===== src/rtl/expr_lane_pkg.sv =====
// Shared opcode enum and elaboration limits for the expression lane pipe.
package expr_lane_pkg;

    localparam int OP_W = 3;

    typedef enum logic [OP_W-1:0] {
        OP_ADD = 3'd0,
        OP_SUB = 3'd1,
        OP_AND = 3'd2,
        OP_XOR = 3'd3,
        OP_SHL = 3'd4,
        OP_SHR = 3'd5,
        OP_LT  = 3'd6,
        OP_EQ  = 3'd7
    } op_e;

    localparam int MAX_NLANES = 16;
    localparam int MAX_W      = 32;
    localparam int MAX_DEPTH  = 4;

endpackage


===== src/rtl/expr_lane_alu.sv =====
// One combinational lane: mixed-signedness ALU with overflow/borrow flag.
// Build option EXPR_LANE_PIPE_SAT_EN makes ADD/SUB saturate on overflow.
module expr_lane_alu
    import expr_lane_pkg::*;
#(
    parameter int W = 6
) (
    input  logic [W-1:0] i_a,
    input  logic [W-1:0] i_b,
    input  logic         i_sgn,
    input  op_e          i_op,
    output logic [W-1:0] o_y,
    output logic         o_flag
);

`ifdef EXPR_LANE_PIPE_SAT_EN
    localparam logic [W-1:0] SMAX = {1'b0, {(W-1){1'b1}}};
    localparam logic [W-1:0] SMIN = {1'b1, {(W-1){1'b0}}};
`endif

    logic [W:0]   w_ax;
    logic [W:0]   w_bx;
    logic [W:0]   w_sum;
    logic [W:0]   w_dif;
    logic         w_ovf_add;
    logic         w_ovf_sub;
    logic         w_big;
    logic         w_lt;
    logic [W-1:0] w_shl;
    logic [W-1:0] w_srl;
    logic [W-1:0] w_sra;
    logic [W-1:0] w_fill;

    // W+1-bit extension makes carry, borrow and signed overflow all visible
    assign w_ax  = {i_sgn & i_a[W-1], i_a};
    assign w_bx  = {i_sgn & i_b[W-1], i_b};
    assign w_sum = w_ax + w_bx;
    assign w_dif = w_ax - w_bx;

    assign w_ovf_add = i_sgn ? (w_sum[W] ^ w_sum[W-1]) : w_sum[W];
    assign w_ovf_sub = i_sgn ? (w_dif[W] ^ w_dif[W-1]) : w_dif[W];

    assign w_big  = 32'(i_b) >= 32'(W);
    assign w_shl  = i_a << i_b;
    assign w_srl  = i_a >> i_b;
    assign w_sra  = $signed(i_a) >>> i_b;
    assign w_fill = {W{i_sgn & i_a[W-1]}};
    assign w_lt   = $signed(w_ax) < $signed(w_bx);

    always_comb begin
        o_y    = '0;
        o_flag = 1'b0;
        unique case (i_op)
            OP_ADD: begin
                o_y    = w_sum[W-1:0];
                o_flag = w_ovf_add;
`ifdef EXPR_LANE_PIPE_SAT_EN
                if (w_ovf_add)
                    o_y = i_sgn ? (w_sum[W] ? SMIN : SMAX) : '1;
`endif
            end
            OP_SUB: begin
                o_y    = w_dif[W-1:0];
                o_flag = w_ovf_sub;
`ifdef EXPR_LANE_PIPE_SAT_EN
                if (w_ovf_sub)
                    o_y = i_sgn ? (w_dif[W] ? SMIN : SMAX) : '0;
`endif
            end
            OP_AND: o_y = i_a & i_b;
            OP_XOR: o_y = i_a ^ i_b;
            OP_SHL: o_y = w_big ? '0 : w_shl;
            OP_SHR: o_y = w_big ? w_fill : (i_sgn ? w_sra : w_srl);
            OP_LT:  o_y = {{(W-1){1'b0}}, w_lt};
            OP_EQ:  o_y = {{(W-1){1'b0}}, i_a == i_b};
        endcase
    end

endmodule


===== src/rtl/expr_lane_pipe.sv =====
// NLANES-wide expression ALU behind a DEPTH-stage valid/ready pipeline.
// Build option EXPR_LANE_PIPE_SAT_EN selects saturating ADD/SUB in every lane.
module expr_lane_pipe
    import expr_lane_pkg::*;
#(
    parameter int NLANES = 6,
    parameter int W      = 6,
    parameter int DEPTH  = 2
) (
    input  logic                  clk,
    input  logic                  reset,
    input  logic                  in_valid,
    output logic                  in_ready,
    input  logic [OP_W-1:0]       op,
    input  logic [NLANES-1:0]     sgn,
    input  logic [NLANES*W-1:0]   a,
    input  logic [NLANES*W-1:0]   b,
    output logic                  out_valid,
    input  logic                  out_ready,
    output logic [NLANES*W-1:0]   y,
    output logic [NLANES-1:0]     flags
);

    if (NLANES < 1 || NLANES > MAX_NLANES) begin : g_bad_nlanes
        $error("expr_lane_pipe: NLANES out of range");
    end
    if (W < 2 || W > MAX_W) begin : g_bad_w
        $error("expr_lane_pipe: W out of range");
    end
    if (DEPTH < 1 || DEPTH > MAX_DEPTH) begin : g_bad_depth
        $error("expr_lane_pipe: DEPTH out of range");
    end

    logic [NLANES*W-1:0] w_y;
    logic [NLANES-1:0]   w_f;
    logic [DEPTH-1:0]    w_adv;

    logic [DEPTH-1:0]    r_vld;
    logic [NLANES*W-1:0] r_y [DEPTH];
    logic [NLANES-1:0]   r_f [DEPTH];

    // Lane 0 occupies the most significant slice of the packed buses
    for (genvar i = 0; i < NLANES; i++) begin : g_lane
        expr_lane_alu #(.W(W)) u_alu (
            .i_a    (a[(NLANES-1-i)*W +: W]),
            .i_b    (b[(NLANES-1-i)*W +: W]),
            .i_sgn  (sgn[i]),
            .i_op   (op_e'(op)),
            .o_y    (w_y[(NLANES-1-i)*W +: W]),
            .o_flag (w_f[i])
        );
    end

    always_comb begin
        w_adv = '0;
        w_adv[DEPTH-1] = !r_vld[DEPTH-1] || out_ready;
        for (int k = DEPTH - 2; k >= 0; k--) begin
            w_adv[k] = !r_vld[k] || w_adv[k+1];
        end
    end

    always_ff @(posedge clk) begin
        if (reset) begin
            r_vld <= '0;
            for (int k = 0; k < DEPTH; k++) begin
                r_y[k] <= '0;
                r_f[k] <= '0;
            end
        end else begin
            if (w_adv[0]) begin
                r_vld[0] <= in_valid;
                if (in_valid) begin
                    r_y[0] <= w_y;
                    r_f[0] <= w_f;
                end
            end
            for (int k = 1; k < DEPTH; k++) begin
                if (w_adv[k]) begin
                    r_vld[k] <= r_vld[k-1];
                    if (r_vld[k-1]) begin
                        r_y[k] <= r_y[k-1];
                        r_f[k] <= r_f[k-1];
                    end
                end
            end
        end
    end

    assign in_ready  = w_adv[0];
    assign out_valid = r_vld[DEPTH-1];
    assign y         = r_y[DEPTH-1];
    assign flags     = r_f[DEPTH-1];

endmodule


===== config.mk =====
export PLATFORM = sky130hd
export DESIGN_NAME = expr_lane_pipe
export DESIGN_NICKNAME = d
export VERILOG_FILES = /design/src/rtl/expr_lane_pkg.sv /design/src/rtl/expr_lane_alu.sv /design/src/rtl/expr_lane_pipe.sv
export SDC_FILE = /design/constraint.sdc
export NUM_CORES = 1
export LEC_CHECK = 0
export ABC_AREA = 1
export BUFFER_PORTS_ARGS = -buffer_cell sky130_fd_sc_hd__buf_4
export CAP_MARGIN = 15
export CORE_ASPECT_RATIO = 0.8
export CORE_MARGIN = 5
export CORE_UTILIZATION = 37
export CTS_BUF_LIST = sky130_fd_sc_hd__clkbuf_16
export DETAILED_ROUTE_END_ITERATION = 6
export MAX_ROUTING_LAYER = met4
export PLACE_DENSITY = 0.5
export SLEW_MARGIN = 25
export SYNTH_ARGS = -nofsm -noshare
export SYNTH_HDL_FRONTEND = slang
export SYNTH_HIERARCHICAL = 1
export SYNTH_SLANG_ARGS = --single-unit

===== constraint.sdc =====
create_clock -name clk -period 5.12 [get_ports clk]
set_input_delay 1.28 -clock clk [delete_from_list [all_inputs] [get_ports clk]]
set_output_delay 1.28 -clock clk [all_outputs]
set_load 0.01 [all_outputs]

==> results_dict.tcl, run 1 <==
set metrics [dict create \
    status "did not finish" \
    lastStage "detailed routing" \
    tool.error "Error: net79 4 pin not visited #guides = 58" \
    grt_max_degree 73 \
    htreeDepth 3 \
    syn_area_mm2 0.0127 \
    synth_flop_cell "edfxtp_1" \
    synth.largest_area_cell "edfxtp_1" \
    grt_pass1_vias 12200 \
    ctsResizeCount 0 \
    postSynthAreaPerCell_um2 6.45 \
    yosysUniqueCellTypes 39 \
    grt_overflow 0 \
    die_y_um 176 \
    gp_congestion 0.964 \
    initial_core_util_pct 37.6 \
    synth_seq_area_share_pct 20.2 \
    io_buffers 128 \
    synth_edf_count 84 \
    numCtsBuffers 9 \
    synth.top_cell.area_share_pct 19.9 \
    fp.dieW_um 217 \
    clock_sinks 86 \
    fp-row-count 60 \
    grt.total_usage_pct 20.7 \
    ys_ff_latch 86 \
    post_cts_buffers 0 \
    antenna_found_initial 0 \
    syn-num-nets 2142 \
    hpwl_um 31200 \
    grt_first_pass_wirelength_um 63900 \
    boundaryPins 129 \
    cts_buffer_depth 2 \
    synth_common_cells "nand2_1, inv_1, nand3_1" \
    ys_async_sr_fraction_pct 0 \
    post-synth-top-count-cell "nand2_1" \
    synth.area.top_cells "edfxtp_1, nand2_1, nand3_1, ha_1, inv_1" \
    yosysWarningCount 6 \
    synthCells 1967 \
    clock-root-buffer "clkbuf_16" \
    postCtsHoldBufs 0 \
]
## kinds of logic after synthesis
kind of cell / count (synthesis) / synth area share (%)
adders and majority gates: 90 / 9.59
DFF: 86 / 20.2
AOI/OAI and AO/OA: 293 / 14.3
xor gates and xnor gates: 18 / 1.24
and+or+nand+nor: 1066 / 38.9
buffers and inverters: 414 / 15.8
## through the flow
stage	instances	hold slack [ns]	setup WS, ns	area [um^2]	utilization (%)
global route	2451	0.543	2.03	13700	40.7
floorplan	1967	0.461	1.99	12700	-
CTS	2450	0.524	2.07	13700	40.7
global placement	2434	0.510	1.88	13400	39.8
detailed placement	2434	0.507	1.88	13400	39.8
## routing by layer
metal	global-route usage (%)
met2	33.2
met1	28.8
met5	-
met3	2.02
met4	3.66
==> run 2: changes to the inputs <==
Settings changed: CORE_ASPECT_RATIO 0.8 to default, CORE_UTILIZATION 37 to 22, CTS_BUF_LIST sky130_fd_sc_hd__clkbuf_16 to default, MAX_ROUTING_LAYER met4 to default, PLACE_DENSITY 0.5 to default, PLACE_DENSITY_LB_ADDON from default to 0.15.
==> results_dict.tcl, run 2 <==
set metrics [dict create \
    path_common_cell "buf_4" \
    pre_cts_slack_ns 1.69 \
    yosysUniqueCellTypes 39 \
    clock_sinks 86 \
    drt_wl_total_um 43900 \
    cp-end-kind "register" \
    hpwl_um 35300 \
    final-max-slew-violation-count 0 \
    drive_gt1_share_pct 17.7 \
    finalCriticalPeriod_ns 3.04 \
    postCtsHoldBufs 0 \
    yosysWarningCount 6 \
    postSynthAreaPerCell_um2 6.45 \
    drc 0 \
    fp.dieW_um 250 \
    synth_edf_count 84 \
    finalCritPeriodShare_pct 59.3 \
    post-synth-top-count-cell "nand2_1" \
    numCtsBuffers 9 \
    crit_slowest_cell "nand3_4" \
    fin_worst_skew_ns 0.00824 \
    antenna_found_initial 0 \
    whs_ns 0.521 \
    fp-row-count 88 \
    syn-num-nets 2142 \
    htreeDepth 3 \
    grt_pass1_vias 12600 \
    avgRoutedWirePerCell_um 15.8 \
    grt_max_degree 50 \
    ys_async_sr_fraction_pct 0 \
    crit_path_start_kind "input port" \
    io_buffers 128 \
    boundaryPins 129 \
    worst_ir_drop_vdd_mv 0.135 \
    grt_first_pass_wirelength_um 69400 \
    max-cap-violations 0 \
    clk_latency_ns 0.34 \
    die_area_mm2 0.0626 \
    synth.area.top_cells "edfxtp_1, nand2_1, nand3_1, ha_1, inv_1" \
    stdcell_count 2780 \
    hold_viol 0 \
    fin_nets 2185 \
    p_leak_nw 6.58 \
    gp_congestion 0.896 \
    path_cells "buf_4, inv_2, nand3_4, nand2_2, buf_4" \
    critPathLaunch "reset" \
    n_antenna_cell 0 \
    top_regs "r_y (72), r_f (12), r_vld (2)" \
    status "finished, final reports clean" \
    clock-root-buffer "clkbuf_16" \
    syn_area_mm2 0.0127 \
    largest_register_ffs 72 \
    arrival_ns 3.02 \
    grt_overflow 0 \
    die_y_um 250 \
    core-area_mm2 0.0574 \
    worstPathBufferInverterCount 3 \
    initial_core_util_pct 22.1 \
    post_cts_buffers 0 \
    drtPass1Iterations 5 \
    syn2layout_area_growth_pct 11.4 \
    vias 12900 \
    dp.cells 2764 \
    worst_hold_path_type "register to register" \
    synth_common_cells "nand2_1, inv_1, nand3_1" \
    ys_ff_latch 86 \
    grt.total_usage_pct 13.4 \
    timing.rr.end "r_y[0][51]" \
    reg2reg_depth 4 \
    regToRegStartpoint "r_vld[1]" \
    hp-start "r_vld[0]" \
    final_common_cell "nand2_1" \
    clock.fmax_ghz 0.329 \
    regMostFlops "r_y" \
    layout_setup_ws_ns 2.08 \
    ctsResizeCount 0 \
    reg2reg_slack_ns 2.84 \
    synth.largest_area_cell "edfxtp_1" \
    max_stage_delay_ns 0.54 \
    crit_type "input port to register" \
    synth_seq_area_share_pct 20.2 \
    setup_viol 0 \
    maxSlewHeadroom_pct 46.0 \
    cts_tree "built" \
    crit_fanout 44 \
    required_ns 5.10 \
    synth_flop_cell "edfxtp_1" \
    fill_cells 6495 \
    crit_end "r_y[0][51]" \
    synthCells 1967 \
    crit_cells 5 \
    cts_buffer_depth 2 \
    clk_pin_slew_ns 0.06 \
    synth.top_cell.area_share_pct 19.9 \
    powerDensity_mw_per_mm2 182 \
    fin_tns_setup_ns 0 \
    rsz0062_at_grt "false" \
    final_cell_mix "nand2_1, inv_1, nand3_1, nor2_1, buf_4" \
    tightest_slew_ns 0.809 \
    routed_via_density 4.65 \
    detail-route-antenna-nets 0 \
    critical-path-top-delay-family "simple AND/OR/NAND/NOR gates" \
    drt_iter0_drc 887 \
    fin_util_pct 24.6 \
]
run 2: worst min path at each step:
stage	slack, ns	to	depth (start not counted)
final	0.52	r_vld[1]	2
after global routing	0.55	r_vld[1]	2
after CTS	0.52	r_vld[1]	2
after detailed placement	0.51	r_vld[1]	2
after global placement	0.51	r_vld[1]	2
after floorplan	0.46	r_vld[1]	2
run 2: cell families after synthesis:
| group | after synthesis | synth area share, % |
|---|---|---|
| xor gates and xnor gates | 18 | 1.24 |
| AOI/OAI and AO/OA | 293 | 14.3 |
| adders and majority gates | 90 | 9.59 |
| buffers and inverters | 414 | 15.8 |
| DFF | 86 | 20.2 |
| and+or+nand+nor | 1066 | 38.9 |
run 2: final cells by class:
cell class	count	area [um^2]	area share [%]
Clock inverter	7	72.6	0.514
Sequential cell	86	2560	18.1
Multi-Input combinational cell	1467	8140	57.6
Tap cell	765	957	6.78
Timing Repair Buffer	131	983	6.96
Clock buffer	9	225	1.59
Inverter	315	1180	8.37
run 2: report_power, final:
part	internal [mW]	total, mW	switching, mW
clock network	0.380	0.667	0.287
registers	0.838	0.864	0.0266
logic	0.349	1.04	0.694
run 2: stage by stage:
stage | power, mW | instance area (um^2)
5_1_grt | 2.77 | 14100
2_1_floorplan | 1.61 | 12700
3_5_place_dp | 1.92 | 13800
3_3_place_gp | 1.93 | 13800
6_report | 2.57 | 14100
4_1_cts | 2.61 | 14100
run 2: worst reg2reg max path, delay by kind of cell, from the launching register on:
kind	cells	cell delay [ns]
buffers and inverters	1	0.52
flip-flops	1	0.33
AND/OR/NAND/NOR	3	1.04
run 2: metal layers:
metal / part of all wire, % / global-route usage, %
met5: 0 / 0
met4: 1.9 / 2.85
met3: 3.9 / 1.59
met2: 47 / 22.6
met1: 48 / 18.6
Power figures use the tool's default switching activity.
==> run 3: changes to the inputs <==
Clock period 5.12 ns to 3 ns, I/O delays scaled along.
==> results_dict.tcl, run 3 (synthesis gave the netlist of run 2 again) <==
set metrics [dict create \
    multiInputGateArea_mm2 0.00814 \
    ctsResizeCount 0 \
    avgRoutedWirePerCell_um 15.7 \
    grt_first_pass_wirelength_um 69400 \
    final-max-slew-violation-count 0 \
    whs_ns 0.510 \
    p_leak_nw 6.69 \
    required_ns 3.07 \
    clk_latency_ns 0.34 \
    worst_hold_path_type "register to register" \
    initial_core_util_pct 22.1 \
    crit_slowest_cell "fa_1" \
    cp-end-kind "register" \
    timing.rr.end "r_y[0][2]" \
    seq_area_mm2 0.00256 \
    grt_max_degree 85 \
    hp-start "r_vld[0]" \
    drtPass1Iterations 7 \
    clock.fmax_ghz 0.430 \
    routed_via_density 4.62 \
    gp_congestion 0.877 \
    reg2reg_depth 4 \
    arrival_ns 2.39 \
    tightest_slew_ns 0.566 \
    core-area_mm2 0.0574 \
    fin_worst_skew_ns 0.00747 \
    reg2reg_slack_ns 1.42 \
    critical-path-top-delay-family "adder cells" \
    hold_viol 0 \
    largest_register_ffs 72 \
    max-cap-violations 0 \
    max_stage_delay_ns 0.44 \
    syn2layout_area_growth_pct 12.8 \
    wl_met1_um 20400 \
    detail-route-antenna-nets 0 \
    fp-row-count 88 \
    powerDensity_mw_per_mm2 310 \
    numCtsBuffers 9 \
    n_antenna_cell 0 \
    drt_iter0_drc 890 \
    grt_overflow 0 \
    postCtsHoldBufs 0 \
    clock_sinks 86 \
    finalCritPeriodShare_pct 77.5 \
    antenna_found_initial 0 \
    fin_nets 2204 \
    met3WireLength_um 1480 \
    path_common_cell "nand2_1" \
    dp.cells 2783 \
    design_power_total_mw 4.44 \
    cts_tree "built" \
    worst_ir_drop_vdd_mv 0.224 \
    post_cts_buffers 0 \
    drc 5 \
    fin_tns_setup_ns 0 \
    worstPathBufferInverterCount 3 \
    grt.total_usage_pct 13.4 \
    grt_pass1_vias 12600 \
    die_y_um 250 \
    stdcell_count 2799 \
    top_regs "r_y (72), r_f (12), r_vld (2)" \
    finalCriticalPeriod_ns 2.33 \
    vias 12900 \
    rsz0062_at_grt "false" \
    top_layer "met4" \
    path_cells "buf_4, inv_1, ha_1, fa_1, o21ai_1, nand2_1, nand2_1, nand2_1, nand2_1, nand2_1, nand3_1, nand2_1, inv_1, a21oi_1" \
    cts_buffer_depth 2 \
    final_cell_mix "nand2_1, inv_1, nand3_1, buf_4, nor2_1" \
    setup_viol 0 \
    met2_length_um 21400 \
    maxSlewHeadroom_pct 62.3 \
    crit_path_start_kind "input port" \
    hpwl_um 35300 \
    clock-root-buffer "clkbuf_16" \
    regMostFlops "r_y" \
    drive_gt1_share_pct 18.5 \
    status "finished, violations left" \
    hold_depth 2 \
    drt_wl_total_um 44100 \
    die_area_mm2 0.0626 \
    fill_cells 6534 \
    regToRegStartpoint "r_vld[0]" \
    crit_fanout 6 \
    violations "design-rule violations" \
    io_buffers 128 \
    fp.dieW_um 250 \
    boundaryPins 129 \
    crit_type "input port to register" \
    final_common_cell "nand2_1" \
    hold_path_end "r_vld[1]" \
    htreeDepth 3 \
    clk_pin_slew_ns 0.06 \
]
run 3: worst max-delay path by stage:
stage | startpoint | to | slack (ns) | cells after the start
2_1_floorplan | out_ready | r_f[0][10] | 0.40 | 6
3_3_place_gp | a[18] | r_f[0][2] | 0.33 | 14
3_5_place_dp | a[18] | r_f[0][2] | 0.32 | 14
4_1_cts | a[18] | r_f[0][2] | 0.69 | 14
5_1_grt | a[30] | r_f[0][0] | 0.50 | 14
6_report | a[30] | r_f[0][0] | 0.67 | 14
run 3: per-stage QoR:
step	area [um^2]	setup WS, ns	util (%)
2_1_floorplan	12700	0.401	-
3_3_place_gp	14000	0.330	24.4
3_5_place_dp	14000	0.316	24.4
4_1_cts	14300	0.689	24.9
5_1_grt	14300	0.502	24.9
6_report	14300	0.675	24.9
run 3: tightest hold or removal path, stage by stage (launching register included):
cell and delay, ns:
dfxtp_1 0.35, inv_1 0.06, a21oi_1 0.05
run 3: where the power goes:
group,internal (mW),total [mW],switching [mW],leakage (nW)
registers,1.43,1.47,0.0416,0.921
logic,0.617,1.80,1.19,5.62
clock network,0.657,1.17,0.511,0.147
total,2.70,4.44,1.74,6.69
run 3: area by class of cell:
| class | count | area share (%) |
|---|---|---|
| clock buffer | 9 | 1.57 |
| clock inverter | 7 | 0.542 |
| inverter | 315 | 8.26 |
| multi-input combinational | 1467 | 56.9 |
| sequential | 86 | 17.9 |
| tap | 765 | 6.69 |
| timing repair buffer | 150 | 8.13 |
run 3: metal layers:
layer	vias to the layer above	GRT usage, %
met3	52	1.53
met2	307	23.7
met1	6011	17.8
met4	0	2.40
li1	6566	-
met5	-	0
==> run 4: changes to the inputs <==
Clock period 3 ns to 2.35 ns, I/O delays scaled along.
==> results_dict.tcl, run 4 (synthesis gave the netlist of run 2 again) <==
set metrics [dict create \
    status "finished, final reports clean" \
    final_cell_mix "nand2_1, buf_4, inv_1, nand3_1, nor2_1" \
    detail-route-antenna-nets 0 \
    core-area_mm2 0.0574 \
    ctsResizeCount 0 \
    hpwl_um 38000 \
    clk_pin_slew_ns 0.06 \
    finish.instance_area_mm2 0.0157 \
    switching_share_pct 37.4 \
    timing.rr.end "r_y[0][0]" \
    p_leak_nw 7.54 \
    whs_ns 0.426 \
    max_stage_delay_ns 0.45 \
    clk_latency_ns 0.34 \
    regToRegStartpoint "r_vld[0]" \
    powerDensity_mw_per_mm2 385 \
    dpl_cell_area_mm2 0.0153 \
    fin_worst_skew_ns 0.00860 \
    fp.dieW_um 250 \
    drive_gt1_share_pct 24.7 \
    crit_cells 14 \
    crit_fanout 3 \
    worst_ir_drop_vdd_mv 0.351 \
    max-cap-violations 0 \
    fin_tns_setup_ns 0 \
    grt.total_usage_pct 14.1 \
    gp_congestion 0.898 \
    arrival_ns 2.19 \
    grt_pass1_vias 13500 \
    hold_viol 0 \
    finalCritPeriodShare_pct 89.8 \
    top_regs "r_y (72), r_f (12), r_vld (2)" \
    finalCriticalPeriod_ns 2.11 \
    io_buffers 128 \
    regMostFlops "r_y" \
    post_cts_buffers 0 \
    clock_sinks 86 \
    vias 13700 \
    p_switching_mw 2.26 \
    power_frac_seq_pct 31.1 \
    fp-row-count 88 \
    crit_type "input port to register" \
    largest_register_ffs 72 \
    crit_slowest_cell "fa_1" \
    clock.fmax_ghz 0.474 \
    reg2reg_slack_ns 0.84 \
    die_y_um 250 \
    grt_overflow 0 \
    drc 0 \
    grt_first_pass_wirelength_um 72900 \
    drt_wl_total_um 45800 \
    critical-path-top-delay-family "adder cells" \
    crit_path_start_kind "input port" \
    path_common_cell "nand2_1" \
    final_common_cell "nand2_1" \
    antenna_found_initial 0 \
    worst_hold_path_type "input port to register" \
    die_area_mm2 0.0626 \
    boundaryPins 129 \
    hold_depth 2 \
    worstPathBufferInverterCount 3 \
    fin_nets 2374 \
    hold_path_end "r_vld[1]" \
    avgRoutedWirePerCell_um 15.4 \
    fill_cells 6431 \
    n_antenna_cell 0 \
    rsz0062_at_grt "false" \
    numCtsBuffers 9 \
    drt_iter0_drc 1048 \
    reg2reg_depth 4 \
    cts_buffer_depth 2 \
    hp-start "reset" \
    maxSlewHeadroom_pct 68.7 \
    drtPass1Iterations 5 \
    required_ns 2.43 \
    p_comb_share_pct 43.4 \
    final-max-slew-violation-count 0 \
    postCtsHoldBufs 0 \
    cp-end-kind "register" \
    clock_power_share_pct 25.5 \
    syn2layout_area_growth_pct 23.4 \
    tightest_slew_ns 0.470 \
    grt_max_degree 44 \
    p_int_mw 3.77 \
    fin_util_pct 27.3 \
    routed_via_density 4.61 \
    clock-root-buffer "clkbuf_16" \
    initial_core_util_pct 22.1 \
    setup_viol 0 \
    path_cells "buf_4, inv_1, ha_1, fa_1, o21ai_1, nand2_1, nand2_1, nand2_1, nand2_1, nand2_1, nand3_1, nand2_1, inv_1, a21oi_1" \
    htreeDepth 3 \
    cts_tree "built" \
]
run 4: cell count changes in the layout (fill, tap and decap cells not counted), sizes merged:
| cell | change |
|---|---|
| buf | +170 |
| bufinv | +1 |
| clkinvlp | +1 |
| clkinv | +1 |
| inv | -4 |
run 4: layer usage:
layer	track usage (%)	wire, um
met1	19.1	21500
met2	24.6	22100
met3	1.41	1620
met4	2.45	657
met5	0	0
run 4: power groups by stage:
stage / logic, mW / clock network (mW) / registers (mW)
finish: 2.61 / 1.54 / 1.88
global route: 2.92 / 1.66 / 1.89
CTS: 2.63 / 1.61 / 1.88
detailed placement: 2.62 / 0 / 1.91
global placement: 2.64 / 0 / 1.91
floorplan: 1.64 / 0 / 1.88
run 4: area by class of cell:
cell class	count	area [um^2]	area share, %
clock buffers	9	225	1.44
clock inverters	6	87.6	0.559
inverters	315	1180	7.55
multi-input cells	1467	8140	52.0
flip-flops and latches	86	2560	16.4
well taps	765	957	6.11
repair buffers	320	2500	16.0
run 4: through the flow:
step / std cells / setup WS, ns / power (mW)
floorplan: 1967 / 0.167 / 3.52
global placement: 2953 / -0.0903 / 4.55
detailed placement: 2953 / -0.0899 / 4.53
CTS: 2968 / 0.278 / 6.12
global route: 2968 / 0.101 / 6.47
finish: 2968 / 0.241 / 6.03
run 4: how the worst max path moves through the flow:
stage / slack, ns / start / endpoint
global placement: -0.09 / b[9] / r_y[0][11]
global route: 0.10 / a[30] / r_f[0][0]
finish: 0.24 / a[30] / r_f[0][0]
CTS: 0.28 / a[30] / r_f[0][0]
detailed placement: -0.09 / b[9] / r_y[0][11]
floorplan: 0.17 / b[19] / r_f[0][2]
